File: src/rtl/flush_ctrl_pkg.sv
// Shared definitions for the commit-event flush/redirect controller:
// state encoding, event priority indices and redirect target selection.
package flush_ctrl_pkg;

   typedef enum logic [1:0] {
      FC_IDLE     = 2'd0,
      FC_DRAIN    = 2'd1,
      FC_REDIRECT = 2'd2
   } fc_state_e;

   // Bit positions in the event vector; lower index wins.
   localparam int FC_EV_EX      = 0;
   localparam int FC_EV_ERTN    = 1;
   localparam int FC_EV_REFETCH = 2;
   localparam int FC_EV_NUM     = 3;

   function automatic logic [31:0] fc_target(
      input logic [FC_EV_NUM-1:0] ev,
      input logic                 tlbr,
      input logic [31:0]          pc,
      input logic [31:0]          eentry,
      input logic [31:0]          tlbrentry,
      input logic [31:0]          era
   );
      logic [31:0] tgt;
      if (ev[FC_EV_EX]) begin
         tgt = tlbr ? tlbrentry : eentry;
      end else if (ev[FC_EV_ERTN]) begin
         tgt = era;
      end else begin
         tgt = pc + 32'd4;
      end
      return tgt;
   endfunction

endpackage

File: src/rtl/flush_ctrl_outstanding_cnt.sv
// Up/down counter of accepted-but-unanswered bus requests, saturating at
// both ends, with simulation checks for underflow and overflow.
module flush_ctrl_outstanding_cnt #(
   parameter int MAX = 4,
   parameter int W   = 3
) (
   input  logic         clk,
   input  logic         rst_n,
   input  logic         inc_i,
   input  logic         dec_i,
   output logic [W-1:0] cnt_o,
   output logic [W-1:0] cnt_next_o
);

   localparam logic [W-1:0] MAX_C = W'(MAX);

   logic [W-1:0] cnt_q;
   logic [W-1:0] cnt_d;

   always_comb begin
      cnt_d = cnt_q;
      if (inc_i && !dec_i && cnt_q < MAX_C) begin
         cnt_d = cnt_q + 1'b1;
      end else if (dec_i && !inc_i && cnt_q != '0) begin
         cnt_d = cnt_q - 1'b1;
      end
   end

   always_ff @(posedge clk or negedge rst_n) begin
      if (!rst_n) begin
         cnt_q <= '0;
      end else begin
         cnt_q <= cnt_d;
      end
   end

   assign cnt_o      = cnt_q;
   assign cnt_next_o = cnt_d;

   a_no_underflow : assert property (@(posedge clk) disable iff (!rst_n)
      !(dec_i && !inc_i && cnt_q == '0))
      else $error("outstanding_cnt: response with nothing outstanding");

   a_no_overflow : assert property (@(posedge clk) disable iff (!rst_n)
      !(inc_i && !dec_i && cnt_q == MAX_C))
      else $error("outstanding_cnt: request accepted while saturated");

endmodule

File: src/rtl/flush_ctrl.sv
// Flushes the pipeline on WB commit events, drains stale instruction
// responses, then presents one held redirect to the fetch stage.
module flush_ctrl
   import flush_ctrl_pkg::*;
#(
   parameter int MAX_OUTSTANDING = 4,
   parameter int CNT_W           = 3
) (
   input  logic             clk,
   input  logic             resetn,
   input  logic             wb_ex,
   input  logic             wb_tlbr,
   input  logic             ertn_flush,
   input  logic             wb_refetch_flush,
   input  logic [31:0]      wb_pc,
   input  logic [31:0]      csr_eentry,
   input  logic [31:0]      csr_tlbrentry,
   input  logic [31:0]      csr_era,
   input  logic             inst_req_hs,
   input  logic             inst_data_ok,
   output logic             flush,
   output logic             inst_req_allow,
   output logic             inst_resp_discard,
   output logic             redirect_valid,
   output logic [31:0]      redirect_pc,
   input  logic             redirect_ready,
   output logic             busy,
   output fc_state_e        dbg_state_o,
   output logic [CNT_W-1:0] dbg_cnt_o
);

   localparam logic [CNT_W-1:0] MAX_C = CNT_W'(MAX_OUTSTANDING);

   fc_state_e              state_q;
   logic [31:0]            target_q;
   logic [31:0]            target_d;
   logic [FC_EV_NUM-1:0]   ev_vec;
   logic                   ev_any;
   logic [CNT_W-1:0]       cnt;
   logic [CNT_W-1:0]       cnt_next;

   always_comb begin
      ev_vec                = '0;
      ev_vec[FC_EV_EX]      = wb_ex;
      ev_vec[FC_EV_ERTN]    = ertn_flush;
      ev_vec[FC_EV_REFETCH] = wb_refetch_flush;
   end

   assign ev_any   = |ev_vec;
   assign target_d = fc_target(ev_vec, wb_tlbr, wb_pc, csr_eentry,
                               csr_tlbrentry, csr_era);

   flush_ctrl_outstanding_cnt #(
      .MAX (MAX_OUTSTANDING),
      .W   (CNT_W)
   ) u_cnt (
      .clk        (clk),
      .rst_n      (resetn),
      .inc_i      (inst_req_hs),
      .dec_i      (inst_data_ok),
      .cnt_o      (cnt),
      .cnt_next_o (cnt_next)
   );

   // A new event always restarts the sequence and replaces the target.
   always_ff @(posedge clk or negedge resetn) begin
      if (!resetn) begin
         state_q  <= FC_IDLE;
         target_q <= '0;
      end else if (ev_any) begin
         target_q <= target_d;
         state_q  <= (cnt_next != '0) ? FC_DRAIN : FC_REDIRECT;
      end else begin
         case (state_q)
            FC_DRAIN:    if (cnt_next == '0) state_q <= FC_REDIRECT;
            FC_REDIRECT: if (redirect_ready) state_q <= FC_IDLE;
            default:     state_q <= state_q;
         endcase
      end
   end

   assign flush             = ev_any;
   assign inst_req_allow    = (state_q == FC_IDLE) && !ev_any && (cnt < MAX_C);
   // Responses on the event cycle belong to the flushed path as well.
   assign inst_resp_discard = inst_data_ok && (ev_any || state_q == FC_DRAIN);
   assign redirect_valid    = (state_q == FC_REDIRECT);
   assign redirect_pc       = target_q;
   assign busy              = (state_q != FC_IDLE);
   assign dbg_state_o       = state_q;
   assign dbg_cnt_o         = cnt;

endmodule

File: config.mk
export PLATFORM = sky130hd
export DESIGN_NAME = flush_ctrl
export DESIGN_NICKNAME = d
export VERILOG_FILES = /design/src/rtl/flush_ctrl_pkg.sv /design/src/rtl/flush_ctrl_outstanding_cnt.sv /design/src/rtl/flush_ctrl.sv
export SDC_FILE = /design/constraint.sdc
export NUM_CORES = 1
export LEC_CHECK = 0
export BUFFER_PORTS_ARGS = -buffer_cell sky130_fd_sc_hd__buf_4
export CAP_MARGIN = 20
export CORE_MARGIN = 5
export CORE_UTILIZATION = 40
export DETAILED_ROUTE_END_ITERATION = 8
export GPL_TIMING_DRIVEN = 0
export PLACE_DENSITY = 0.83
export SETUP_SLACK_MARGIN = 0.4
export SLEW_MARGIN = 20
export SYNTH_ARGS = -nofsm -noshare
export SYNTH_HDL_FRONTEND = slang
export SYNTH_SLANG_ARGS = --single-unit
File: constraint.sdc
create_clock -name clk -period 1.5 [get_ports clk]
set_input_delay 0.075 -clock clk [delete_from_list [all_inputs] [get_ports clk]]
set_output_delay 0.075 -clock clk [all_outputs]
set_load 0.02 [all_outputs]
==> impl_metrics.xml <==
<?xml version="1.0" encoding="UTF-8"?>
<metrics>
  <group name="global_routing">
    <metric name="globalRouteOverflowTotal" unit="">0</metric>
    <metric name="antenna_found_initial" unit="">0</metric>
    <metric name="grt_start_max_net_pins" unit="">38</metric>
    <metric name="first_global_vias" unit="">3905</metric>
    <metric name="groute.usage.overall" unit="%">26.8</metric>
    <metric name="grt_pass1_wl" unit="mm">19.1</metric>
  </group>
  <group name="sta">
    <metric name="fmaxAchievable" unit="GHz">0.639</metric>
    <metric name="grt_setup_unrepaired" unit="">yes</metric>
    <metric name="period_minus_slack" unit="ps">1570</metric>
    <metric name="timing_max_transition_violations_final" unit="">0</metric>
    <metric name="final_critical_path_setup_slack" unit="ps">-65.9</metric>
    <metric name="clock-skew-final" unit="ps">6.44</metric>
    <metric name="fin_hold_ws" unit="ps">9.13</metric>
    <metric name="totalNegativeSetupSlack" unit="ps">-65.9</metric>
    <metric name="setup_viol" unit="">1</metric>
    <metric name="maxSlewHeadroom" unit="%">49.5</metric>
    <metric name="final_clock_period_utilization_by_the_worst_path" unit="%">104</metric>
    <metric name="max_slew.worst_pin.slew" unit="ps">758</metric>
    <metric name="finalHoldViolations" unit="">0</metric>
  </group>
  <group name="route">
    <metric name="antenna_left" unit="">0</metric>
    <metric name="detail_route.drc_violations" unit="">0</metric>
    <metric name="dr_total_vias" unit="">3852</metric>
    <metric name="routed_wirelength" unit="mm">13.3</metric>
    <metric name="drt_pass1_iterations" unit="">5</metric>
    <metric name="drt-vias-per-instance" unit="">5.73</metric>
    <metric name="drt-wirelength-per-cell" unit="microns">19.8</metric>
    <metric name="drt_first_iter_violations" unit="">218</metric>
  </group>
  <group name="synthesis">
    <metric name="postSynthAreaPerCell" unit="sq um">8.55</metric>
    <metric name="synth_seq_cells" unit="">37</metric>
    <metric name="synth.yosys.warnings" unit="">0</metric>
    <metric name="netlist_area" unit="sq um">2990</metric>
    <metric name="syn_nets" unit="">491</metric>
    <metric name="synth.top_cell.area_share" unit="%">30.9</metric>
    <metric name="netlist.top_cell.by_area" unit="">dfrtp_1</metric>
    <metric name="synthTopCellsByArea" unit="">dfrtp_1 (31%), mux2i_1 (6.0%), nor2_1 (4.4%)</metric>
    <metric name="netlist_instances" unit="">350</metric>
    <metric name="synthDistinctLibCells" unit="">49</metric>
    <metric name="async_reset_ff_share" unit="%">100</metric>
    <metric name="synth-main-ff-cell" unit="">dfrtp_1</metric>
    <metric name="synth-edff-count" unit="">0</metric>
    <metric name="ys_seq_area_share" unit="%">30.9</metric>
  </group>
  <group name="power">
    <metric name="vdd_ir_drop_max" unit="uV">378</metric>
    <metric name="p_sw" unit="mW">1.67</metric>
    <metric name="sw_frac_of_total" unit="%">38.5</metric>
    <metric name="seq_power_share" unit="%">29.3</metric>
    <metric name="post-layout-total-power" unit="mW">4.35</metric>
    <metric name="internal-power" unit="mW">2.68</metric>
    <metric name="powerDensity" unit="nW/um^2">816</metric>
    <metric name="power.leakage" unit="nW">2.39</metric>
    <metric name="clock_network_fraction_of_total_power" unit="%">16.7</metric>
    <metric name="relative_contribution_of_combinational_cells_to_total_power" unit="%">54.0</metric>
  </group>
  <group name="worst_setup_path">
    <metric name="crit_arrival" unit="ps">1790</metric>
    <metric name="cp.depth" unit="">8</metric>
    <metric name="critPathLaunchType" unit="">register</metric>
    <metric name="cpMaxStageDelayCell" unit="">dfrtp_2</metric>
    <metric name="critical_path.max_fanout" unit="">3</metric>
    <metric name="cp_cell_sequence" unit="">inv_4, buf_4, ha_4, nand2b_1, a32oi_1, o21ai_2, o21a_1, a21oi_2</metric>
    <metric name="worstSetupEndpointType" unit="">register</metric>
    <metric name="worst_ep_required_time" unit="ps">1730</metric>
    <metric name="criticalPathCategory" unit="">reg -&gt; reg</metric>
    <metric name="reg2reg_depth" unit="">8</metric>
    <metric name="crit_buf_inv" unit="">2</metric>
    <metric name="critical_path.top_delay_family" unit="">compound AO/OA/AOI/OAI gates</metric>
    <metric name="cpPeakStageDelay" unit="ps">440</metric>
  </group>
  <group name="clocking">
    <metric name="cts_made_buffers" unit="">5</metric>
    <metric name="max-clock-path-buffers" unit="">2</metric>
    <metric name="clock_tree.htree_level_count" unit="">2</metric>
    <metric name="clock_tree_from_tritoncts" unit="">yes</metric>
    <metric name="clock_transition_at_the_register_clock_pins_on_the_worst_setup_and_hold_paths_after_cts" unit="ps">80</metric>
    <metric name="worst_skew_pair.late_latency" unit="ps">300</metric>
    <metric name="cts_num_sinks" unit="">37</metric>
    <metric name="clk_tree_root_cell" unit="">clkbuf_8</metric>
  </group>
  <group name="outcome">
    <metric name="run_status" unit="">complete, but fails checks</metric>
    <metric name="failed_checks" unit="">negative setup slack</metric>
  </group>
  <group name="layout">
    <metric name="layout.filler_cells" unit="">540</metric>
    <metric name="layout_commonest_cell" unit="">buf_4</metric>
    <metric name="antenna_cells" unit="">0</metric>
    <metric name="layout-drive-gt1-share" unit="%">53.4</metric>
    <metric name="layout.cells.most_common_list" unit="">buf_4 (189), nor2_1 (34), dfrtp_1 (34), buf_6 (23), o21ai_0 (20)</metric>
    <metric name="post_layout_net_count" unit="">713</metric>
    <metric name="finish.utilization" unit="%">73.5</metric>
    <metric name="p_r_area_growth_vs_syn" unit="%">78.0</metric>
  </group>
  <group name="floorplan">
    <metric name="ioPinCount" unit="">179</metric>
    <metric name="start_util" unit="%">41.3</metric>
    <metric name="floorplan.die_area" unit="sq um">9320</metric>
    <metric name="core-area" unit="sq um">7250</metric>
    <metric name="floorplan_die_height" unit="microns">96.5</metric>
    <metric name="dieWidth" unit="microns">96.5</metric>
    <metric name="floorplan.rows" unit="">31</metric>
  </group>
  <group name="min_path">
    <metric name="worst_hold_path.num_cells" unit="">2</metric>
    <metric name="hold_path_class" unit="">in -&gt; reg</metric>
  </group>
  <group name="place">
    <metric name="dp_worst_setup_slack" unit="ps">-55.8</metric>
    <metric name="place.detailed.hpwl" unit="mm">9.49</metric>
    <metric name="port_buffers" unit="">176</metric>
    <metric name="gpl.final_weighted_congestion" unit="">0.844</metric>
  </group>
  <group name="flow_run">
    <metric name="drv.max_cap_violation_count" unit="">0</metric>
  </group>
</metrics>
==> flip-flops by register name (all words and copies together), names as in the netlist <==
name         flops
redirect_pc     32
u_cnt.cnt_o      3
dbg_state_o      2
==> cell usage after synthesis, types with 5 or more instances <==
| cell | count |
|---|---|
| dfrtp_1 | 37 |
| nor2_1 | 35 |
| o21ai_0 | 23 |
| nand2_1 | 22 |
| clkbuf_1 | 18 |
| mux2i_1 | 18 |
| xor2_1 | 15 |
| a21oi_1 | 14 |
| nand2b_1 | 13 |
| xnor2_1 | 13 |
| a22oi_1 | 12 |
| a221oi_1 | 11 |
| a211oi_1 | 10 |
| nand4_1 | 10 |
| nand3_1 | 9 |
| o211ai_1 | 9 |
| o221ai_1 | 9 |
| mux2_2 | 8 |
| inv_1 | 5 |
==> through the flow <==
step,cell area (sq um),instances
floorplan,3150,350
global placement,4590,625
detailed placement,4590,625
CTS,5000,654
global route,5330,672
finish,5330,672
==> cell type report <==
type                       instances  area [sq um]  area share [%]
multi-input combinational        282          2260            42.5
timing repair buffer             215          1730            32.5
sequential                        37           930            17.4
buffer                            26           170            3.19
tap                               99           124            2.32
clock buffer                       5          68.8            1.29
inverter                           5          23.8           0.446
clock inverter                     3          17.5           0.329
==> worst register-to-register path, cell delays in order, from the launching register on <==
cell	delay [ps]
dfrtp_2	440
inv_4	80
buf_4	130
ha_4	140
nand2b_1	80
a32oi_1	230
o21ai_2	110
o21a_1	190
a21oi_2	90
==> power groups by stage <==
stage / clock, mW / combinational (mW) / sequential, mW
floorplan: 0 / 0.746 / 1.47
global placement: 0 / 1.67 / 1.30
detailed placement: 0 / 1.71 / 1.30
CTS: 0.724 / 2.07 / 1.25
global route: 0.767 / 2.49 / 1.29
finish: 0.727 / 2.35 / 1.27
==> worst paths after layout <==
kind	start	to	slack, ps
min in group asynchronous	resetn	u_cnt.cnt_o[2]$_DFF_PN0_	290
max in group asynchronous	resetn	u_cnt.cnt_o[0]$_DFF_PN0_	840
hold / removal	csr_era[8]	redirect_pc[8]$_DFFE_PN0P_	9
setup / recovery	u_cnt.cnt_o[0]$_DFF_PN0_	dbg_state_o[1]$_DFFE_PN0P_	-70
hold reg to reg	redirect_pc[13]$_DFFE_PN0P_	redirect_pc[13]$_DFFE_PN0P_	490
setup reg to reg	u_cnt.cnt_o[0]$_DFF_PN0_	dbg_state_o[1]$_DFFE_PN0P_	-70
==> timing repair <==
item | in CTS | in global routing
setup endpoints to repair | 36 | 36
setup buffers | 19 | 18
hold endpoints to repair | 38 | 0
pin swaps | 20 | 30
gates resized for setup | 39 | 51
hold buffers | 2 | 0
==> layer usage <==
layer	global-route usage [%]	vias to the layer above	part of all wire, %
met4	11.1	0	3.9
li1	-	1747	-
met5	0	-	0
met1	31.4	1831	37
met3	5.42	48	9.1
met2	47.6	226	50
==> kinds of logic after synthesis <==
logic type / Yosys count / share of synthesized area [%]
flops: 37 / 30.9
compound gates: 104 / 24.0
buf+inv: 31 / 4.18
xor+xnor: 28 / 8.19
fa+ha+maj: 4 / 1.67
mux: 26 / 9.03
simple gates: 120 / 22.0
Note: power is estimated with default switching activity, not from simulation.
